`config.mk`:
```
export PLATFORM = sky130hd
export DESIGN_NAME = multicycle_controller_flat
export DESIGN_NICKNAME = d
export VERILOG_FILES = /design/src/rtl/multicycle_controller_if.sv /design/src/rtl/multicycle_controller.sv /design/src/flat_wrapper.sv
export SDC_FILE = /design/constraint.sdc
export NUM_CORES = 1
export LEC_CHECK = 0
export ABC_AREA = 1
export BUFFER_PORTS_ARGS = -buffer_cell sky130_fd_sc_hd__buf_2
export CORE_UTILIZATION = 44
export CTS_CLUSTER_DIAMETER = 120
export CTS_CLUSTER_SIZE = 30
export DETAILED_ROUTE_END_ITERATION = 16
export GPL_TIMING_DRIVEN = 0
export PLACE_DENSITY_LB_ADDON = 0.2
export SLEW_MARGIN = 20
export SYNTH_ARGS = -nofsm -noshare
export SYNTH_HDL_FRONTEND = slang
export SYNTH_SLANG_ARGS = --single-unit
```
`constraint.sdc`:
```
create_clock -name clk -period 1.2 [get_ports clk]
set_input_delay 0.24 -clock clk [delete_from_list [all_inputs] [get_ports clk]]
set_output_delay 0.24 -clock clk [all_outputs]
set_load 0.01 [all_outputs]
```
`src/rtl/multicycle_controller_if.sv`:
```
// Controller <-> datapath bundle: opcode from the IR in, strobes and decoded
// instruction-class flags out, plus status for the front panel.
interface multicycle_controller_if #(
  parameter int OPCODE_W = 3,
  parameter int ALUSEL_W = 2
);
  logic [OPCODE_W-1:0] opcode;
  logic                isLoad, isStore, isAdd, isSubtract, isExternal;
  logic                isAnd, isOr;
  logic                D_rd, D_wr;
  logic                IR_ld, PC_ld, wr_en;
  logic [ALUSEL_W-1:0] ALUSel;
  logic                run_mode, busy, halted, illegal;

  // controller side
  modport master (
    input  opcode,
    output isLoad, isStore, isAdd, isSubtract, isExternal, isAnd, isOr,
    output D_rd, D_wr, IR_ld, PC_ld, wr_en, ALUSel,
    output run_mode, busy, halted, illegal
  );

  // datapath / IR side
  modport slave (
    output opcode,
    input  isLoad, isStore, isAdd, isSubtract, isExternal, isAnd, isOr,
    input  D_rd, D_wr, IR_ld, PC_ld, wr_en, ALUSel,
    input  run_mode, busy, halted, illegal
  );
endinterface

```
`src/rtl/multicycle_controller.sv`:
```
// Multi-cycle control unit: FETCH -> DECODE -> EXEC -> WB per instruction,
// with single-step / free-run modes, memory-latency hold in EXEC, HALT and a
// sticky illegal-opcode flag. All strobes are Moore outputs of the state and
// the latched opcode, so an async reset drops them immediately.
module multicycle_controller #(
  parameter int OPCODE_W = 3,  // >= 3; values >= 8 are illegal
  parameter int ALUSEL_W = 2,  // >= 2
  parameter int MEM_LAT  = 2   // 1..15 cycles of D_rd/D_wr
) (
  input  logic clk,
  input  logic reset,
  input  logic leftBtnDebounce,
  input  logic rightBtnDebounce,
  multicycle_controller_if.master bus
);

  typedef enum logic [2:0] {
    st_idle, st_fetch, st_decode, st_exec, st_wb, st_halt
  } state_t;

  state_t     state, nxt;
  logic       left_q, left_p, right_q, right_p;
  logic       left_rise, right_rise;
  logic       run_mode_q, illegal_q, set_illegal;
  logic [2:0] op_q;
  logic [3:0] cnt;
  logic       cnt_last, mem_op, op_hi, in_ex;

  // Any opcode bit above the 3-bit map makes the instruction illegal.
  if (OPCODE_W > 3) begin : g_hi
    assign op_hi = |bus.opcode[OPCODE_W-1:3];
  end else begin : g_nohi
    assign op_hi = 1'b0;
  end

  assign left_rise  = left_q & ~left_p;
  assign right_rise = right_q & ~right_p;
  assign mem_op     = (op_q[2:1] == 2'b00);       // LOAD or STORE
  assign cnt_last   = (cnt == 4'(MEM_LAT - 1));
  assign in_ex      = (state == st_exec) || (state == st_wb);

  // Button synchroniser stage plus previous-value register for edge detect.
  always_ff @(posedge clk or negedge reset) begin
    if (!reset) begin
      left_q  <= 1'b0;
      left_p  <= 1'b0;
      right_q <= 1'b0;
      right_p <= 1'b0;
    end else begin
      left_q  <= leftBtnDebounce;
      left_p  <= left_q;
      right_q <= rightBtnDebounce;
      right_p <= right_q;
    end
  end

  // Mode toggle (frozen in HALT) and sticky illegal flag.
  always_ff @(posedge clk or negedge reset) begin
    if (!reset) begin
      run_mode_q <= 1'b0;
      illegal_q  <= 1'b0;
    end else begin
      if (right_rise && state != st_halt) run_mode_q <= ~run_mode_q;
      if (set_illegal) illegal_q <= 1'b1;
    end
  end

  // Opcode latched in DECODE; flags in EXEC/WB come from this copy.
  always_ff @(posedge clk or negedge reset) begin
    if (!reset)                  op_q <= '0;
    else if (state == st_decode) op_q <= bus.opcode[2:0];
  end

  // Memory-latency counter: runs only while a LOAD/STORE sits in EXEC.
  always_ff @(posedge clk or negedge reset) begin
    if (!reset)                                          cnt <= '0;
    else if (state == st_exec && mem_op && !cnt_last)    cnt <= cnt + 4'd1;
    else                                                 cnt <= '0;
  end

  // State register.
  always_ff @(posedge clk or negedge reset) begin
    if (!reset) state <= st_idle;
    else        state <= nxt;
  end

  // Next-state and output decode.
  always_comb begin
    nxt            = state;
    set_illegal    = 1'b0;
    bus.isLoad     = 1'b0;
    bus.isStore    = 1'b0;
    bus.isAdd      = 1'b0;
    bus.isSubtract = 1'b0;
    bus.isAnd      = 1'b0;
    bus.isOr       = 1'b0;
    bus.isExternal = 1'b0;
    bus.ALUSel     = '0;
    bus.IR_ld      = (state == st_fetch);
    bus.PC_ld      = (state == st_decode);
    bus.D_rd       = (state == st_exec) && (op_q == 3'b000);
    bus.D_wr       = (state == st_exec) && (op_q == 3'b001);
    bus.wr_en      = (state == st_wb);   // WB is only reached by writing ops
    bus.run_mode   = run_mode_q;
    bus.illegal    = illegal_q;
    bus.halted     = (state == st_halt);
    bus.busy       = (state != st_idle) && (state != st_halt);

    case (state)
      st_idle:   if (run_mode_q || left_rise) nxt = st_fetch;
      st_fetch:  nxt = st_decode;
      st_decode: begin
        if (op_hi) begin
          set_illegal = 1'b1;
          nxt         = st_idle;
        end else if (bus.opcode[2:0] == 3'b111) begin
          nxt = st_halt;
        end else begin
          nxt = st_exec;
        end
      end
      st_exec: begin
        if (!mem_op)                nxt = st_wb;
        else if (cnt_last) begin
          if (op_q == 3'b000)       nxt = st_wb;
          else                      nxt = run_mode_q ? st_fetch : st_idle;
        end
      end
      st_wb:     nxt = run_mode_q ? st_fetch : st_idle;
      st_halt:   nxt = st_halt;
      default:   nxt = st_idle;
    endcase

    if (in_ex) begin
      case (op_q)
        3'b000: bus.isLoad = 1'b1;
        3'b001: bus.isStore = 1'b1;
        3'b010: begin bus.isAdd = 1'b1;      bus.ALUSel = ALUSEL_W'(2'd0); end
        3'b011: begin bus.isSubtract = 1'b1; bus.ALUSel = ALUSEL_W'(2'd1); end
        3'b100: begin bus.isAnd = 1'b1;      bus.ALUSel = ALUSEL_W'(2'd2); end
        3'b101: begin bus.isOr = 1'b1;       bus.ALUSel = ALUSEL_W'(2'd3); end
        3'b110: bus.isExternal = 1'b1;
        default: ;
      endcase
    end
  end

endmodule
```
`src/flat_wrapper.sv`:
```
// flat-port wrapper written by rule: the top's interface ports become plain ports
module multicycle_controller_flat 
#(
  parameter int OPCODE_W = 3,                                  
  parameter int ALUSEL_W = 2,         
  parameter int MEM_LAT  = 2                               
)
  (clk, reset, leftBtnDebounce, rightBtnDebounce, bus_opcode, bus_isLoad, bus_isStore, bus_isAdd, bus_isSubtract, bus_isExternal, bus_isAnd, bus_isOr, bus_D_rd, bus_D_wr, bus_IR_ld, bus_PC_ld, bus_wr_en, bus_ALUSel, bus_run_mode, bus_busy, bus_halted, bus_illegal);
  multicycle_controller_if #(.OPCODE_W(OPCODE_W), .ALUSEL_W(ALUSEL_W)) bus_i ();
  input  logic clk;
  input  logic reset;
  input  logic leftBtnDebounce;
  input  logic rightBtnDebounce;
  input wire logic [$bits(bus_i.opcode)-1:0] bus_opcode;
  output wire logic [$bits(bus_i.isLoad)-1:0] bus_isLoad;
  output wire logic [$bits(bus_i.isStore)-1:0] bus_isStore;
  output wire logic [$bits(bus_i.isAdd)-1:0] bus_isAdd;
  output wire logic [$bits(bus_i.isSubtract)-1:0] bus_isSubtract;
  output wire logic [$bits(bus_i.isExternal)-1:0] bus_isExternal;
  output wire logic [$bits(bus_i.isAnd)-1:0] bus_isAnd;
  output wire logic [$bits(bus_i.isOr)-1:0] bus_isOr;
  output wire logic [$bits(bus_i.D_rd)-1:0] bus_D_rd;
  output wire logic [$bits(bus_i.D_wr)-1:0] bus_D_wr;
  output wire logic [$bits(bus_i.IR_ld)-1:0] bus_IR_ld;
  output wire logic [$bits(bus_i.PC_ld)-1:0] bus_PC_ld;
  output wire logic [$bits(bus_i.wr_en)-1:0] bus_wr_en;
  output wire logic [$bits(bus_i.ALUSel)-1:0] bus_ALUSel;
  output wire logic [$bits(bus_i.run_mode)-1:0] bus_run_mode;
  output wire logic [$bits(bus_i.busy)-1:0] bus_busy;
  output wire logic [$bits(bus_i.halted)-1:0] bus_halted;
  output wire logic [$bits(bus_i.illegal)-1:0] bus_illegal;
  assign bus_i.opcode = bus_opcode;
  assign bus_isLoad = bus_i.isLoad;
  assign bus_isStore = bus_i.isStore;
  assign bus_isAdd = bus_i.isAdd;
  assign bus_isSubtract = bus_i.isSubtract;
  assign bus_isExternal = bus_i.isExternal;
  assign bus_isAnd = bus_i.isAnd;
  assign bus_isOr = bus_i.isOr;
  assign bus_D_rd = bus_i.D_rd;
  assign bus_D_wr = bus_i.D_wr;
  assign bus_IR_ld = bus_i.IR_ld;
  assign bus_PC_ld = bus_i.PC_ld;
  assign bus_wr_en = bus_i.wr_en;
  assign bus_ALUSel = bus_i.ALUSel;
  assign bus_run_mode = bus_i.run_mode;
  assign bus_busy = bus_i.busy;
  assign bus_halted = bus_i.halted;
  assign bus_illegal = bus_i.illegal;
  multicycle_controller #(.OPCODE_W(OPCODE_W), .ALUSEL_W(ALUSEL_W), .MEM_LAT(MEM_LAT)) u_core (.clk(clk), .reset(reset), .leftBtnDebounce(leftBtnDebounce), .rightBtnDebounce(rightBtnDebounce), .bus(bus_i));
endmodule
```
---- After elaboration in Yosys (flattened, before gate mapping) ----
Cells that the tools add are included.
cells by class
  add/subtract/negate cells ............... 1
  eq/ne operators ......................... 16
  mux-type cells .......................... 24
  bitwise operators ....................... 5
  reductions and logical operators ........ 14
operators with widths
  operator                                                          number
  3-bit == test (second input constant)                             6
  3-bit case mux with 6 select lines                                1
  1-bit two-way mux                                                 15
  3-bit two-way mux                                                 5
  3-bit by 2-bit == test with 1-bit output (second input constant)  4
  3-bit by 1-bit == test with 1-bit output (second input constant)  2
  1-bit logical AND                                                 6
  3-bit zero test                                                   2
  2-bit case mux with 3 select lines                                1
  4-bit by 1-bit adder with 4-bit output (second input constant)    1
  4-bit by 1-bit == test with 1-bit output (second input constant)  1
  4-bit two-way mux                                                 1
  3-bit by 2-bit != test with 1-bit output (second input constant)  1
  3-bit != test (second input constant)                             1
  1-bit NOT                                                         3
  3-bit nonzero test                                                1
  1-bit bitwise AND                                                 2
  2-bit zero test                                                   1
  1-bit logical OR                                                  2
  2-bit two-way mux                                                 1
  2-bit by 1-bit != test with 1-bit output (second input constant)  1
  2-bit AND reduction                                               1
  1-bit zero test                                                   1
storage, ports and cells
  register bits after elaboration ......... 15
  input port bits ......................... 7
  output and inout port bits .............. 18
  word-level logic and storage cells ...... 68

---- Depth between registers and ports, before layout ----
  depth after elaboration ................. 5
  depth in mapped cells ................... 9
  depth with buffers taken out ............ 9

---- Least setup slack after synthesis ----
OpenSTA, ideal clock, no wires.
  path type ............................... register -> output
  start ................................... reg u_core.state[0]
  end ..................................... out bus_isAdd
  arrival ................................. 1.012 ns
  data required time ...................... 0.960 ns
  setup slack ............................. -0.052 ns
  stages on the path, launching flop included .. 6
  path buffers ............................ 0
  cells stage by stage .................... dfrtp_1 > nor2_1 > nand2_1 > nand2_4 > nand2_1 > nor2_1
between the ends
  word-level cells in the longest chain between the ends .. 3
  elaborated cells between the ends (all ways) .. 4
  classes of those cells .................. 2 x eq/ne; 1 x mux; 1 x reduce/logical
RTL lines
  element                                                                    RTL line                      RTL
  start: declaration                                                         multicycle_controller.sv:21   state_t state, nxt;
  start signal: assignment                                                   multicycle_controller.sv:83   if (!reset) state <= st_idle;
  start signal: assignment                                                   multicycle_controller.sv:84   else state <= nxt;
  3-bit by 2-bit == test with 1-bit output or 3-bit == test (tied branches)  multicycle_controller.sv:40   assign in_ex = (state == st_exec) || (state == st_wb);
  1-bit logical OR (*)                                                       multicycle_controller.sv:40
  1-bit two-way mux (*)                                                      multicycle_controller.sv:134  if (in_ex) begin
  end: declaration                                                           flat_wrapper.sv:17            output wire logic [$bits(bus_i.isAdd)-1:0] bus_isAdd;
Every way passes the cells marked *; elsewhere a longest branch is shown, timed or not.

---- Final worst setup path ----
  start ................................... reg u_core.state[2]
  end ..................................... out bus_ALUSel[0]
between the ends
  word-level cells in the longest chain between the ends .. 3
  elaborated cells between the ends (all ways) .. 4
  classes of those cells .................. 2 x eq/ne; 1 x mux; 1 x reduce/logical
RTL lines
  element                                                                    RTL line                      RTL
  3-bit by 2-bit == test with 1-bit output or 3-bit == test (tied branches)  multicycle_controller.sv:40
  1-bit logical OR (*)                                                       multicycle_controller.sv:40
  2-bit two-way mux (*)                                                      multicycle_controller.sv:134
  end: declaration                                                           flat_wrapper.sv:27            output wire logic [$bits(bus_i.ALUSel)-1:0] bus_ALUSel;
Marks and branches as above.

==> summary.md <==
| Metric | Value |
|---|---|
| Status | finished, violations left |
| Failing checks | design-rule violations, negative setup slack |
| Area post-placement | 968 um^2 |
| Seq/Total Area, Yosys | 0.464 |
| Tmin final | 1.61 ns |
| Worst Path Arrival | ~1.4 ns |
| Sw Share | 0.434 |
| Tcrit/Tclk final | 1.34 |
| Worst endpoint required time | 0.96 ns |
| Top cell type's share of synthesized area | 0.464 |
| Distinct cells, synth | 21 |
| CTS tree | built |
| Post-Synth Simple-Gate Area | 0.331 |
| Startpoint Class | register |
| Delay-heaviest family, CP | flip-flops |
| Clk root buf | clkbuf_4 |
| Final WL | roughly 1600 um |
| WS Path Type | register to primary output |
| Final Hold Fails | 0 |
| Mean Syn Cell Area | 8.26 um^2 |
| CP most frequent cell | nand2_4 |
| Site row count | 15 |
| Worst Hold Class | input pin to register |
| Initial core utilization | 0.469 |
| Proportion of layout cells with a drive suffix above 1 | 0.525 |
| Die footprint | 2020 um^2 |
| Reg power frac | 0.311 |
| Yosys warns | 0 |
| GP Congestion | 0.710 |
| Endpoint class of the critical path | primary output |
| I/O Buffers | 23 |
| Clk_lat worst skew | between 0.2 and 0.3 ns |
| Post-Synthesis Cells | 98 |
| Final WS setup | -0.410 ns |
| Area growth syn-to-layout | 45.1% |
| Flops & latches, synth | 15 |
| H-tree levels | 1 |
| DRC violations left | 2 |
| Initial DRC Count | 9 |
| Vias | 750 |
| Setup Slack @ Placement | -0.208 ns |
| WL per Instance | between 9 and 10 um |
| Crit-path max FO | 6 |
| Die X | between 40 and 50 um |
| Grt total ovfl | 0 |
| 1st-pass router iterations | 10 |
| Initial antenna violation count | 0 |
| Ant. Diodes | 0 |
| Max Clock Freq | 0.621 GHz |
| Synth area leaders | dfrtp_1, nand2_1, nor2_1, inv_1, ha_1 |
| Pwr dens | 2240 nW/um^2 |
| Fin util | 0.680 |
| Gr usage total | 0.183 |
| Worst r2r src | u_core.state[2]$_DFFE_PN0P_ |
| Crit-path max cell delay | 0.47 ns |
| Layout Nets | 151 |
| Clock power share | 0.108 |
| CP max-delay cell | dfrtp_2 |
| Commonest non-fill, non-tap cell in the layout | buf_2 |
| Slew Limit Fails | 0 |
| Most frequent cells in the layout | buf_2, nand2_1, buf_4 |
| Vias in the first global route | 679 |
| Logic pwr share | 0.582 |
| Hold WS | 0.0597 ns |
| # IOs | 25 |
| Vias/cell | 4.52 |
| RSZ-0062 raised after global routing | true |
| Hold_sp | rightBtnDebounce |
| Syn Std Cell Area | around 810 um^2 |
| Die height | 44.9 um |
| CP cell instances | nor2_4 > inv_2 > nand2_4 > nand2_4 > o22ai_2 > buf_2 |
| Max Clock Skew | 0.00213 ns |
| Largest family of logic cells by synthesized area | simple AND/OR/NAND/NOR gates |
| Clock Pin Slew Worst Setup and Hold Paths | 0.09 ns |
| Post-route cell area | around 1200 um^2 |
| Leakage | roughly 0.63 nW |
| CTS sink count | 15 |
| Post-route ant nets | 0 |
| XOR/XNOR share of the synthesized area | 0.0325 |
| Max-cap violations | 0 |
| Largest net degree at the start of global routing | 16 |
| Core ar. | 1730 um^2 |
| First-pass GRT wire length | 2600 um |
| Worst vdd ir | 1.02 mV |
| Post-Synth Adder-Cell Area | 0.0309 |
| Synth Area in Compound Gates | 0.0587 |
| Switch Pwr | around 1.1 mW |
| Clock buffer depth | 2 |
| Crit path buffers/inverters | 2 |
| TritonCTS Buffers | 3 |
| Post-synth top area cell | dfrtp_1 |
| Worst setup path start | u_core.state[2]$_DFFE_PN0P_ |
| Post-synthesis mux area share | 0 |
| Design internal power | 1.49 mW |
| Final setup vio count | 18 |
| Synth Net Count | 107 |
| Detailed placement HPWL | around 1100 um |
==> synthesized netlist by cell type (all sizes together) <==
cell    instances
xnor2           2
nor2           20
conb            1
ha              2
inv            15
nor3            2
nand3           6
o22ai           1
a21oi           4
o21ai           3
buf             1
nand2          24
xor2            1
nand3b          1
dfrtp          15
==> power groups by stage <==
stage | logic (mW) | clock network (mW) | registers (mW)
global route | 1.70 | 0.317 | 0.836
floorplan | 0.730 | 0 | 0.801
global placement | 0.975 | 0 | 0.815
finish | 1.53 | 0.284 | 0.818
detailed placement | 0.997 | 0 | 0.819
CTS | 1.40 | 0.296 | 0.811
==> routing by layer <==
layer	share of wire	vias up	global-route usage
met3	0.032	2	0.0240
li1	-	388	-
met5	0	-	0
met2	0.51	15	0.324
met4	0.0077	0	0.133
met1	0.45	345	0.201
==> cell families after synthesis <==
kind of cell	count (synthesis)
AO/OA/AOI/OAI	8
buffers and inverters	16
other	1
flip-flops	15
adder cells (fa/ha/maj)	2
AND/OR/NAND/NOR	53
XOR/XNOR	3
==> flip-flops by register name, indices dropped and copies added, names as in the netlist <==
register	count
u_core.bus.run_mode	1
u_core.state	3
u_core.right_q	1
u_core.op_q	3
u_core.right_p	1
u_core.cnt	4
u_core.left_q	1
u_core.left_p	1
==> worst paths after layout <==
kind,end,slack [ns],depth (start not counted)
min in group asynchronous,u_core.left_p$_DFF_PN0_,0.38,2
hold / removal,u_core.right_q$_DFF_PN0_,0.06,1
setup / recovery,bus_ALUSel[0],-0.41,6
setup reg to reg,u_core.state[0]$_DFFE_PN0P_,-0.05,8
max in group asynchronous,u_core.op_q[0]$_DFFE_PN0P_,0.55,2
hold reg to reg,u_core.right_p$_DFF_PN0_,0.39,0
==> metrics by stage <==
| step | power [mW] | setup TNS [ns] | std cells |
|---|---|---|---|
| floorplan | 1.53 | -0.193 | 98 |
| finish | 2.64 | -5.07 | 166 |
| global placement | 1.79 | -1.44 | 146 |
| CTS | 2.51 | -5.15 | 163 |
| global route | 2.85 | -6.64 | 166 |
| detailed placement | 1.82 | -1.62 | 146 |
==> final cells by class <==
type | instances | area [um^2]
multi-input cells | 67 | 420
inverters | 15 | 58.8
plain buffers | 1 | 7.51
clock buffers | 4 | 26.3
fillers | 147 | 552
well taps | 25 | 31.3
flip-flops and latches | 15 | 379
repair buffers | 39 | 251
==> timing repair <==
item / 4_1_cts / 5_1_grt
pin swaps: 5 / 4
setup buffers: 12 / 3
resized for setup: 15 / 8
setup endpoints to repair: 18 / 20
endpoints found under the hold margin: 15 / 0
hold buffers: 1 / 0
gates cloned: 0 / 0
No activity file was read; power rests on OpenSTA's default activity.
